[config.mk]
export PLATFORM = sky130hd
export DESIGN_NAME = if_id_queue
export DESIGN_NICKNAME = d
export VERILOG_FILES = /design/src/rtl/if_id_queue.sv
export SDC_FILE = /design/constraint.sdc
export NUM_CORES = 1
export LEC_CHECK = 0
export BUFFER_PORTS_ARGS = -buffer_cell sky130_fd_sc_hd__buf_2
export CAP_MARGIN = 20
export CELL_PAD_IN_SITES_DETAIL_PLACEMENT = 0
export CELL_PAD_IN_SITES_GLOBAL_PLACEMENT = 2
export CORE_AREA = 2 2 167 87
export CTS_CLUSTER_SIZE = 10
export DETAILED_ROUTE_END_ITERATION = 10
export DIE_AREA = 0 0 169 89
export PLACE_DENSITY_LB_ADDON = 0.3
export SKIP_LAST_GASP = 1
export SYNTH_ARGS = -nofsm -noshare
export SYNTH_HDL_FRONTEND = slang
export SYNTH_SLANG_ARGS = --single-unit
export TNS_END_PERCENT = 10
[constraint.sdc]
create_clock -name clk -period 10.7 [get_ports clk]
set_input_delay 1.605 -clock clk [delete_from_list [all_inputs] [get_ports clk]]
set_output_delay 1.605 -clock clk [all_outputs]
set_load 0.01 [all_outputs]
[src/rtl/if_id_queue.sv]
// if_id_queue: elastic in-order IF/ID buffer of {pc, inst, side} with
// valid/ready backpressure on both sides, branch flush and empty bubble.
module if_id_queue #(
  parameter int XLEN = 32,
  parameter int ILEN = 32,
  parameter int SIDEW = 1,
  parameter int DEPTH = 2,
  parameter logic [ILEN-1:0] BUBBLE_INST = '0,
  localparam int CW = $clog2(DEPTH + 1)
) (
  input  logic             clk,
  input  logic             rst,
  input  logic             i_valid,
  output logic             o_ready,
  input  logic [XLEN-1:0]  i_pc,
  input  logic [ILEN-1:0]  i_inst,
  input  logic [SIDEW-1:0] i_side,
  input  logic             i_flush,
  output logic             o_valid,
  input  logic             i_ready,
  output logic [XLEN-1:0]  o_pc,
  output logic [ILEN-1:0]  o_inst,
  output logic [SIDEW-1:0] o_side,
  output logic [CW-1:0]    o_count
);
  localparam int PW = DEPTH > 1 ? $clog2(DEPTH) : 1;
  localparam logic [PW-1:0] LAST = PW'(DEPTH - 1);
  logic [XLEN-1:0]  pc_mem   [DEPTH];
  logic [ILEN-1:0]  inst_mem [DEPTH];
  logic [SIDEW-1:0] side_mem [DEPTH];
  logic [PW-1:0] rd_ptr_q, rd_ptr_d, wr_ptr_q, wr_ptr_d;
  logic [CW-1:0] count_q, count_d;
  logic push, pop;
  // Handshake flags depend only on the registered count, never on i_valid/i_ready.
  always_comb begin
    o_ready  = count_q < CW'(DEPTH);
    o_valid  = count_q != '0;
    push     = i_valid & o_ready;
    pop      = o_valid & i_ready;
    rd_ptr_d = i_flush ? '0 : pop ? (rd_ptr_q == LAST ? '0 : rd_ptr_q + PW'(1)) : rd_ptr_q;
    wr_ptr_d = i_flush ? '0 : push ? (wr_ptr_q == LAST ? '0 : wr_ptr_q + PW'(1)) : wr_ptr_q;
    count_d  = i_flush ? '0 : count_q + CW'(push) - CW'(pop);
    o_count  = count_q;
    o_pc     = o_valid ? pc_mem[rd_ptr_q] : '0;
    o_inst   = o_valid ? inst_mem[rd_ptr_q] : BUBBLE_INST;
    o_side   = o_valid ? side_mem[rd_ptr_q] : '0;
  end
  always_ff @(posedge clk or posedge rst)
    if (rst) begin
      rd_ptr_q <= '0;
      wr_ptr_q <= '0;
      count_q  <= '0;
    end else begin
      rd_ptr_q <= rd_ptr_d;
      wr_ptr_q <= wr_ptr_d;
      count_q  <= count_d;
    end
  always_ff @(posedge clk)
    if (push && !i_flush) begin
      pc_mem[wr_ptr_q]   <= i_pc;
      inst_mem[wr_ptr_q] <= i_inst;
      side_mem[wr_ptr_q] <= i_side;
    end
endmodule
# Yosys cells after proc, flatten, opt, wreduce, memory -nomap -nowiden
# Memories as Yosys holds them, arrays and structs flattened.
# Cells that the tools add are included.
# word_totals
register_bits	4
mem_bits_rw	130
in_bits	70
n_memories	3
# op_classes
n_addsub	4
magnitude_cmp	1
n_mux	12
bitwise	2
n_reduce_logical	5
# memory_table
name	depth	word_bits	read_ports	rd_clocked_by_memory_dff	wr	line_no	rtl
inst_mem	2	32	1	0	1	29	logic [ILEN-1:0] inst_mem [DEPTH];
pc_mem	2	32	1	0	1	28	logic [XLEN-1:0] pc_mem [DEPTH];
side_mem	2	1	1	0	1	30	logic [SIDEW-1:0] side_mem [DEPTH];
# op_table
operator	n
32-bit two-way mux	2
1-bit two-way mux	9
2-bit nonzero test	3
1-bit adder, second input constant	2
2-bit by 1-bit adder with 2-bit output	1
1-bit AND	2
2-bit less-than comparator, second input constant	1
2-bit two-way mux	1
2-bit by 1-bit subtractor with 2-bit output	1
1-bit logical AND	1
1-bit zero test	1

# Longest topological paths before layout
# Gate-level depths: netlist (run 1).
# depth
depth_word	5
depth_mapped	6
depth_no_buf	6

# Worst setup path after synthesis (run 1)
# OpenSTA, ideal clock, no wires.
# synth_path
kind	input port to flip-flop
startpoint	input i_valid
endpoint	memory inst_mem[1][0] (enable)
setup_time_ns	0.581
arrival_ns	6.474
setup_slack_ns	3.644
path_stages	2
n_path_buf	0
path_cell_list	nand2b_1 > nor3b_1
# synth_via
elab_chain_cells	4
# synth_rtl
element	line_no	rtl
from (decl)	13	input logic i_valid,
1-bit AND	38	push = i_valid & o_ready;
1-bit logical AND	59	if (push && !i_flush) begin
1-bit two-way mux	59	
1-bit two-way mux (implied by the code)	61	inst_mem[wr_ptr_q] <= i_inst;
to (decl)	29	
# No other way between the ends.

# Worst setup path in the final report (run 1)
# layout_path
startpoint	register rd_ptr_q
endpoint	output o_inst[9]
# layout_via
elab_chain_cells	2
# layout_rtl
element	line_no	rtl
from (decl)	31	logic [PW-1:0] rd_ptr_q, rd_ptr_d, wr_ptr_q, wr_ptr_d;
from (signal assigned)	54	rd_ptr_q <= rd_ptr_d;
memory read 2 x 32 bit	-	
32-bit two-way mux	45	o_inst = o_valid ? inst_mem[rd_ptr_q] : BUBBLE_INST;
to (decl)	22	output logic [ILEN-1:0] o_inst,
# No other way between the ends.

==> results of run 1 <==
-- worst max-delay path: cells and delay by family (launching register included) --
kind	cells	cell delay [ps]
DFF	1	640
and+or+nand+nor	1	70
buffers and inverters	2	880
muxes	1	280
-- worst paths after layout --
path	start	to	slack [ps]	cells past startpoint
worst min-delay path	wr_ptr_q	wr_ptr_q	580	2
min in group asynchronous	rst	o_count[0]	1070	2
worst max-delay path	rd_ptr_q	o_inst[9]	6740	4
max in group asynchronous	rst	rd_ptr_q	9460	2
worst max register to register	o_count[1]	inst_mem[1][20]	8580	3
worst min register to register	wr_ptr_q	wr_ptr_q	580	2
-- cells in the final DEF (no fill, tap or decap), types with 2 or more instances in the layout --
| cell type | instances |
|---|---|
| nor2b_1 | 2 |
| o21ai_0 | 2 |
| dfrtp_1 | 3 |
| clkinv_2 | 2 |
| bufinv_16 | 3 |
| nor3_2 | 2 |
| clkinvlp_4 | 4 |
| edfxtp_1 | 130 |
| clkbuf_16 | 17 |
| inv_6 | 3 |
| nor2_1 | 67 |
| a21oi_1 | 2 |
| clkinv_4 | 2 |
| buf_4 | 5 |
| mux2i_1 | 65 |
| buf_2 | 138 |
| xor2_1 | 2 |
| inv_1 | 3 |
-- layout make-up --
cell class                      instances  area, µm²  area share [%]
Sequential cell                       134       4010            60.6
Multi-Input combinational cell        150       1040            15.8
Timing Repair Buffer                  143        728            11.0
Clock buffer                           17        425            6.43
Tap cell                              176        220            3.33
Clock inverter                         15        178            2.69
Inverter                                3       11.3           0.170
-- power groups by stage --
stage          clock network (mW)  logic [mW]  registers [mW]
6_report                    0.584       0.300           0.635
5_1_grt                     0.623       0.334           0.639
4_1_cts                     0.598       0.310           0.636
3_5_place_dp                    0       0.309           0.647
3_3_place_gp                    0       0.308           0.646
2_1_floorplan                   0       0.217           0.639
-- flip-flops by register name, indices dropped and copies added, names as in the netlist --
| register | flops |
|---|---|
| inst_mem | 64 |
| pc_mem | 64 |
| rd_ptr_q | 1 |
| side_mem | 2 |
| o_count | 2 |
| wr_ptr_q | 1 |
-- stage by stage --
step / cell area [µm²] / util (%)
3_3_place_gp: 6010 / 44.7
5_1_grt: 6620 / 49.2
4_1_cts: 6620 / 49.2
3_5_place_dp: 6010 / 44.7
2_1_floorplan: 5200 / -
6_report: 6620 / 49.2
-- cell families after synthesis --
kind of cell    after synthesis
compound gates                5
mux                          65
fa+ha+maj                     1
buf+inv                      18
xor+xnor                      2
flops                       134
simple gates                 77
-- synth_stat cells, drive strengths merged --
master / n / area, µm²
nand2b: 1 / 6.26
a21oi: 2 / 10.0
buf: 13 / 150
nor2: 68 / 255
xor2: 2 / 17.5
and4bb: 1 / 12.5
ha: 1 / 12.5
o21ai: 2 / 10.0
dfrtp: 4 / 100
o21a: 1 / 7.51
nand3: 1 / 5.00
clkbuf: 2 / 7.51
inv: 3 / 11.3
nor3: 3 / 20.0
edfxtp: 130 / 3900
nor2b: 2 / 12.5
mux2i: 65 / 651
nor3b: 1 / 7.51
-- routing by layer --
layer / GRT usage (%) / vias to the layer above / share of wire [%]
met1: 15.3 / 1407 / 43
met4: 5.36 / 0 / 1.1
met2: 24.1 / 72 / 51
met5: 0 / - / 0
met3: 4.34 / 10 / 5.0
li1: - / 1414 / -
==> flow_metrics.tcl, run 1 <==
set metrics [dict create \
    finalHoldViolCount 0 \
    hold_buffers 0 \
    hp-class "flop to flop" \
    grt_pass1_vias 2973 \
    clk_pin_slew_worst_paths_ps 60 \
    dieArea_um2 15000 \
    syn_nets 373 \
    relSlewSlack_pct 42.4 \
    muxShareOfSynthArea_pct 12.5 \
    first_pass_iters 4 \
    required_ps 9100 \
    setup_tns_ps 0 \
    core.rowCount 30 \
    worstPathCellList "buf_4 -> mux2i_1 -> nor2_1 -> buf_2" \
    syn-instance-count 302 \
    synth_top_family_by_area "multiplexers" \
    cts_root_buf "clkbuf_16" \
    nFillCells 1214 \
    cp_slowest_cell "buf_4" \
    hold_slack_ps 577 \
    wirelength_um 9680 \
    synth_xor_area_share_pct 0.337 \
    p_comb_share_pct 19.7 \
    clock_skew_ps 6.93 \
    antenna_left 0 \
    final_cell_count_no_fill 638 \
    fmax_mhz 253 \
    arrival_ps 2350 \
    post_cts_buffers 0 \
    h-tree-depth 4 \
    endpoint_kind "primary output" \
    core_um2 13400 \
    yosysWarnings 0 \
    cts_buffers 17 \
    ys_types 21 \
    grt_pass1_wl_um 14900 \
    fin_crit_ps 3960 \
    hpwl_um 6160 \
    slew_viol_final 0 \
    p_sw_share_pct 27.3 \
    peakVddDrop_v 0.000102 \
    dpl_worst_slack_ps 7140 \
    viasPerCell 4.55 \
    cp_max_fo 47 \
    critPathLaunchType "flop" \
    routabilityCongestion 0.692 \
    status "completed" \
    synth_compound_area_share_pct 0.529 \
    dp_cells 606 \
    cpPeakStageDelay_ps 710 \
    worstMarginPinSlew_ps 864 \
    clk_latency_ps 400 \
    share_seq_of_total_power_pct 41.8 \
    synth-simple-area-share_pct 6.14 \
    p_int_mw 1.10 \
    cts_tree "done" \
    syn_to_final_growth_pct 27.2 \
    num_antenna_cells 0 \
    setup-violations-final 0 \
    setup_slack_ps 6740 \
    nets 520 \
    via_count 2903 \
    fp.dieW_um 169 \
    period_share_pct 37.0 \
    syn_area_um2 5200 \
    io_pins 139 \
    power_mw 1.52 \
    syn_avg_cell_area_um2 17.2 \
    p_switching_uw 414 \
    grt_usage_pct 13.4 \
    synthAdderAreaFrac_pct 0.241 \
    wl_per_cell_um 15.2 \
    power.leakage_nw 2.53 \
    ys_seq_area_share_pct 77.0 \
    power.share.clock_pct 38.4 \
    power.density_nw_per_um2 230 \
    synth_seq_cells 134 \
    rsz0062_at_grt "false" \
    maxCapViolCount 0 \
    antenna_found_initial 0 \
    grt-ovfl-total 0 \
    worstSetupPathType "flop to primary output" \
    cts_sinks 134 \
    post_cts_resized 0 \
    drc 0 \
    drt_iter0_drc 148 \
    grt_max_degree 64 \
    numPortBuffers 138 \
    drive_gt1_share_pct 38.7 \
    clk_path_buf_depth 2 \
    initial_utilization_pct 38.7 \
    die_h_um 89 \
]
(Power assumes the default switching activity.)
==> run 2: changes to the inputs <==
--- a/config.mk
+++ b/config.mk
@@ -5,14 +5,15 @@
 export SDC_FILE = /design/constraint.sdc
 export NUM_CORES = 1
 export LEC_CHECK = 0
+export ABC_AREA = 1
 export BUFFER_PORTS_ARGS = -buffer_cell sky130_fd_sc_hd__buf_2
 export CAP_MARGIN = 20
 export CELL_PAD_IN_SITES_DETAIL_PLACEMENT = 0
 export CELL_PAD_IN_SITES_GLOBAL_PLACEMENT = 2
-export CORE_AREA = 2 2 167 87
+export CORE_AREA = 2 2 177 92
 export CTS_CLUSTER_SIZE = 10
 export DETAILED_ROUTE_END_ITERATION = 10
-export DIE_AREA = 0 0 169 89
+export DIE_AREA = 0 0 179 94
 export PLACE_DENSITY_LB_ADDON = 0.3
 export SKIP_LAST_GASP = 1
 export SYNTH_ARGS = -nofsm -noshare
==> constraint.sdc (replaced) <==
create_clock -name clk -period 4 [get_ports clk]
set_input_delay 0.6 -clock clk [delete_from_list [all_inputs] [get_ports clk]]
set_output_delay 0.6 -clock clk [all_outputs]
set_load 0.01 [all_outputs]
==> flow_metrics.tcl, run 2 <==
set metrics [dict create \
    status "completed" \
    grt_pass1_vias 3346 \
    cts_root_buf "clkbuf_16" \
    yosysTopAreaCellShare_pct 73.9 \
    synth_seq_cells 134 \
    p_switching_mw 1.44 \
    synth-main-ff-cell "edfxtp_1" \
    grt-ovfl-total 0 \
    required_ps 3400 \
    wirelength_um 11100 \
    power.share.clock_pct 35.8 \
    power.density_nw_per_um2 679 \
    antenna_found_initial 0 \
    endpoint_kind "primary output" \
    fin_crit_ps 2830 \
    clk_pin_slew_worst_paths_ps 60 \
    cts_tree "done" \
    maxCapViolCount 0 \
    synth_most_common_cell "nand2_1" \
    worstMarginPinSlew_ps 1080 \
    ys_seq_area_share_pct 75.8 \
    initial_utilization_pct 34.8 \
    crit_family "buffers and inverters" \
    antenna_left 0 \
    grt_max_degree 66 \
    nets 592 \
    via_count 3240 \
    fmax_mhz 353 \
    clk_path_buf_depth 2 \
    dieArea_um2 16800 \
    multi_input_area_um2 1120 \
    drive_gt1_share_pct 43.6 \
    synth_area_leaders "edfxtp_1 74%, nand2_1 9.6%, a21oi_2 8.3%" \
    cpPeakStageDelay_ps 750 \
    hp-class "input pin to asynchronous set/reset pin" \
    post_cts_resized 0 \
    cp_slowest_cell "buf_4" \
    setup_tns_ps 0 \
    crit_buf_inv 4 \
    p_comb_share_pct 27.1 \
    syn-instance-count 378 \
    post_cts_buffers 0 \
    cp_max_fo 65 \
    cts_buffers 17 \
    p_sw_share_pct 31.1 \
    final_util_pct 44.9 \
    fp.dieW_um 179 \
    cts_sinks 134 \
    hold_buffers 0 \
    synth_commonest_cells "135 x nand2_1, 130 x edfxtp_1, 50 x a21oi_2" \
    synth-edff-count 130 \
    yosysTopAreaCell "edfxtp_1" \
    ys_types 20 \
    regArea_um2 4010 \
    io_pins 139 \
    period_share_pct 70.8 \
    grt_pass1_wl_um 17000 \
    reg_top3 "inst_mem (64), pc_mem (64)" \
    slew_viol_final 0 \
    syn_to_final_growth_pct 29.0 \
    h-tree-depth 4 \
    clk_latency_ps 400 \
    die_h_um 94 \
    rsz0062_at_grt "false" \
    async_reset_ff_share_pct 2.99 \
    dp_cells 706 \
    finalHoldViolCount 0 \
    core.rowCount 32 \
    arrival_ps 2230 \
    numPortBuffers 138 \
    worstSetupPathType "flop to primary output" \
    yosysWarnings 0 \
    nFillCells 1418 \
    layout_commonest_cell "buf_2" \
    final_cell_count_no_fill 738 \
    setup-violations-final 0 \
    hpwl_um 6750 \
    syn_avg_cell_area_um2 14.0 \
    wl_per_cell_um 15.1 \
    critPathLaunchType "flop" \
    share_seq_of_total_power_pct 37.0 \
    syn_area_um2 5280 \
    first_pass_iters 4 \
    core_um2 15200 \
    syn_nets 449 \
    viasPerCell 4.39 \
    power.leakage_nw 2.67 \
    num_antenna_cells 0 \
    p_int_mw 3.19 \
    layout_common_cells "138 x buf_2, 135 x nand2_1, 130 x edfxtp_1" \
    routabilityCongestion 0.678 \
    peakVddDrop_v 0.000411 \
    relSlewSlack_pct 28.0 \
    clock_skew_ps 6.81 \
    worstPathCellList "inv_2 -> nand2_4 -> clkinv_2 -> buf_4 -> a21oi_1 -> buf_2" \
    drc 0 \
    drt_iter0_drc 138 \
    grt_usage_pct 13.7 \
]
-- run 2: changes by cell type in the layout (fill, tap and decap cells not counted), moves of 2 or more --
cell / delta
nor2b_1: -2
inv_2: +2
xor2_1: -2
nand2_1: +135
a21oi_1: +15
nor2_1: -64
clkbuf_8: +3
mux2i_1: -65
a21oi_2: +50
inv_1: +3
clkinvlp_4: -2
nor3_2: -2
-- run 2: cells by family after synthesis --
kind of cell | synth area share (%)
AOI/OAI and AO/OA | 10.1
xor gates and xnor gates | 0.166
adders and majority gates | 0.237
buffers and inverters | 3.29
DFF | 75.8
and+or+nand+nor | 10.4
-- run 2: layout make-up --
class	instances	share of cell area, %
clock buffer	21	6.90
clock inverter	11	2.51
inverter	9	0.514
multi-input combinational	214	16.5
sequential	134	58.8
tap	204	3.74
timing repair buffer	145	11.1
-- run 2: layer usage --
layer	vias to the layer above	GRT usage, %	share of wire (%)
li1	1614	-	-
met1	1550	17.3	47
met2	68	22.8	48
met3	8	3.60	4.6
met4	0	5.08	0.80
met5	-	0	0
-- run 2: final timing paths --
path	start	endpoint	slack, ps	depth (start not counted)
worst max-delay path	o_count[1]	o_pc[1]	1170	6
worst min-delay path	rst	o_count[0]	80	2
worst max register to register	o_count[1]	pc_mem[0][31]	1890	4
worst min register to register	wr_ptr_q	wr_ptr_q	550	1
max in group asynchronous	rst	rd_ptr_q	3740	2
min in group clk	i_flush	o_count[0]	350	2
-- run 2: metrics by stage --
stage	hold WS (ps)	cell area [µm²]	power, mW	setup slack [ps]
floorplan	366	5290	2.60	-123
global placement	498	6170	3.03	1550
detailed placement	497	6170	3.03	1560
CTS	59.9	6820	4.71	1100
global route	87.0	6820	4.89	982
finish	76.8	6820	4.63	1170
-- run 2: power by group through the flow --
stage          Clock, mW  Combinational, mW  Sequential [mW]
2_1_floorplan          0              0.857             1.75
3_3_place_gp           0               1.29             1.74
3_5_place_dp           0               1.29             1.74
4_1_cts             1.70               1.30             1.71
5_1_grt             1.76               1.40             1.72
6_report            1.66               1.26             1.71
==> run 3: changes to the inputs <==
--- a/config.mk
+++ b/config.mk
@@ -5,15 +5,15 @@
 export SDC_FILE = /design/constraint.sdc
 export NUM_CORES = 1
 export LEC_CHECK = 0
-export ABC_AREA = 1
+export ABC_AREA = 0
 export BUFFER_PORTS_ARGS = -buffer_cell sky130_fd_sc_hd__buf_2
 export CAP_MARGIN = 20
 export CELL_PAD_IN_SITES_DETAIL_PLACEMENT = 0
 export CELL_PAD_IN_SITES_GLOBAL_PLACEMENT = 2
-export CORE_AREA = 2 2 177 92
+export CORE_AREA = 2 2 181 94
 export CTS_CLUSTER_SIZE = 10
 export DETAILED_ROUTE_END_ITERATION = 10
-export DIE_AREA = 0 0 179 94
+export DIE_AREA = 0 0 183 96
 export PLACE_DENSITY_LB_ADDON = 0.3
 export SKIP_LAST_GASP = 1
 export SYNTH_ARGS = -nofsm -noshare
==> constraint.sdc (replaced) <==
create_clock -name clk -period 2.5 [get_ports clk]
set_input_delay 0.375 -clock clk [delete_from_list [all_inputs] [get_ports clk]]
set_output_delay 0.375 -clock clk [all_outputs]
set_load 0.01 [all_outputs]
==> flow_metrics.tcl, run 3 (synthesized netlist as in run 1, its figures left out) <==
set metrics [dict create \
    status "completed" \
    wl_per_cell_um 16.3 \
    layout_commonest_cell "buf_2" \
    grt_usage_pct 13.0 \
    cts_buffers 17 \
    fin_crit_ps 2230 \
    drive_gt1_share_pct 39.3 \
    via_count 2982 \
    relSlewSlack_pct 57.2 \
    setup-violations-final 0 \
    dieArea_um2 17600 \
    hold_buffers 1 \
    numPortBuffers 138 \
    clock_skew_ps 6.05 \
    period_share_pct 89.1 \
    power_mw 6.75 \
    hold_slack_ps 151 \
    core.rowCount 33 \
    die_h_um 96 \
    initial_utilization_pct 32.5 \
    slew_viol_final 0 \
    core_um2 16000 \
    h-tree-depth 4 \
    required_ps 2120 \
    post_cts_buffers 0 \
    syn_to_final_growth_pct 30.6 \
    antenna_found_initial 1 \
    cts_tree "done" \
    grt_pass1_vias 2973 \
    io_pins 139 \
    power.density_nw_per_um2 995 \
    clk_path_buf_depth 2 \
    first_pass_iters 4 \
    post_cts_resized 0 \
    routabilityCongestion 0.740 \
    peakVddDrop_v 0.000401 \
    viasPerCell 4.40 \
    endpoint_kind "primary output" \
    grt_pass1_wl_um 16600 \
    grt-ovfl-total 0 \
    power.leakage_nw 2.59 \
    critPathLaunchType "flop" \
    cp_max_fo 24 \
    drc 0 \
    layout_common_cells "138 x buf_2, 130 x edfxtp_1, 67 x nor2_1" \
    r2r-start "o_count[1]" \
    worstSetupPathType "flop to primary output" \
    rsz0062_at_grt "false" \
    fp.dieW_um 183 \
    arrival_ps 1850 \
    hp-class "input pin to flop" \
    wirelength_um 11000 \
    reg_top3 "inst_mem (64), pc_mem (64)" \
    cts_sinks 134 \
    clk_pin_slew_worst_paths_ps 60 \
    cts_root_buf "clkbuf_16" \
    maxCapViolCount 0 \
    fmax_mhz 449 \
    antenna_left 0 \
    min-delay-start "i_inst[7]" \
    drt_iter0_drc 124 \
    grt_max_degree 53 \
    clk_latency_ps 410 \
    hpwl_um 7300 \
    cp-startpoint "rd_ptr_q" \
    finalHoldViolCount 0 \
    worstMarginPinSlew_ps 643 \
    nets 524 \
]
-- run 3: cell types whose count changed in the layout (fill, tap and decap cells not counted), sizes merged, moves of 2 or more --
cell / change
nand2: -136
a21oi: -65
mux2i: +65
nor2: +64
clkbuf: -3
inv: -3
nor2b: +2
nor3: +2
xor2: +2
-- run 3: metal layers --
metal	wire length [µm]	global-route usage [%]	vias up	part of all wire, %
li1	-	-	1427	-
met1	5620	18.9	1433	51
met2	4430	17.2	112	40
met3	873	5.49	10	7.9
met4	108	4.60	0	0.98
met5	0	0	-	0
-- run 3: final cells by class --
class,instances,area (µm²)
Inverter,3,11.3
Timing Repair Buffer,147,811
Fill cell,1496,9230
Tap cell,210,263
Antenna cell,1,2.50
Clock inverter,14,199
Multi-Input combinational cell,150,1060
Sequential cell,134,4010
Clock buffer,18,429
-- run 3: where the power goes --
| part | leakage [nW] | switching (mW) | internal [mW] | total, mW |
|---|---|---|---|---|
| Combinational | 1.04 | 0.818 | 0.579 | 1.40 |
| Sequential | 1.24 | 0.0961 | 2.63 | 2.73 |
| Clock | 0.301 | 0.943 | 1.68 | 2.63 |
-- run 3: stage by stage --
step,instances,TNS (ps),cell area (µm²),util [%],worst slack (ps)
floorplan,302,-20580,5230,-,-228
global placement,643,0,6150,38.4,695
detailed placement,643,0,6150,38.4,673
CTS,676,0,6790,42.4,225
global route,676,0,6790,42.4,168
finish,677,0,6790,42.4,273
-- run 3: critical path: stages (launching register included) --
cell and delay (ps):
dfrtp_4 690, buf_12 260, mux2i_1 100, nor2_1 200
buf_2 180
-- run 3: path summary, 6_finish.rpt --
check	to	slack, ps	cells after the start
worst max-delay path	o_pc[5]	270	4
worst min-delay path	inst_mem[1][7]	150	1
worst max register to register	pc_mem[0][22]	780	3
worst min register to register	wr_ptr_q	640	2
max in group asynchronous	rd_ptr_q	1890	3
min in group asynchronous	o_count[0]	410	3
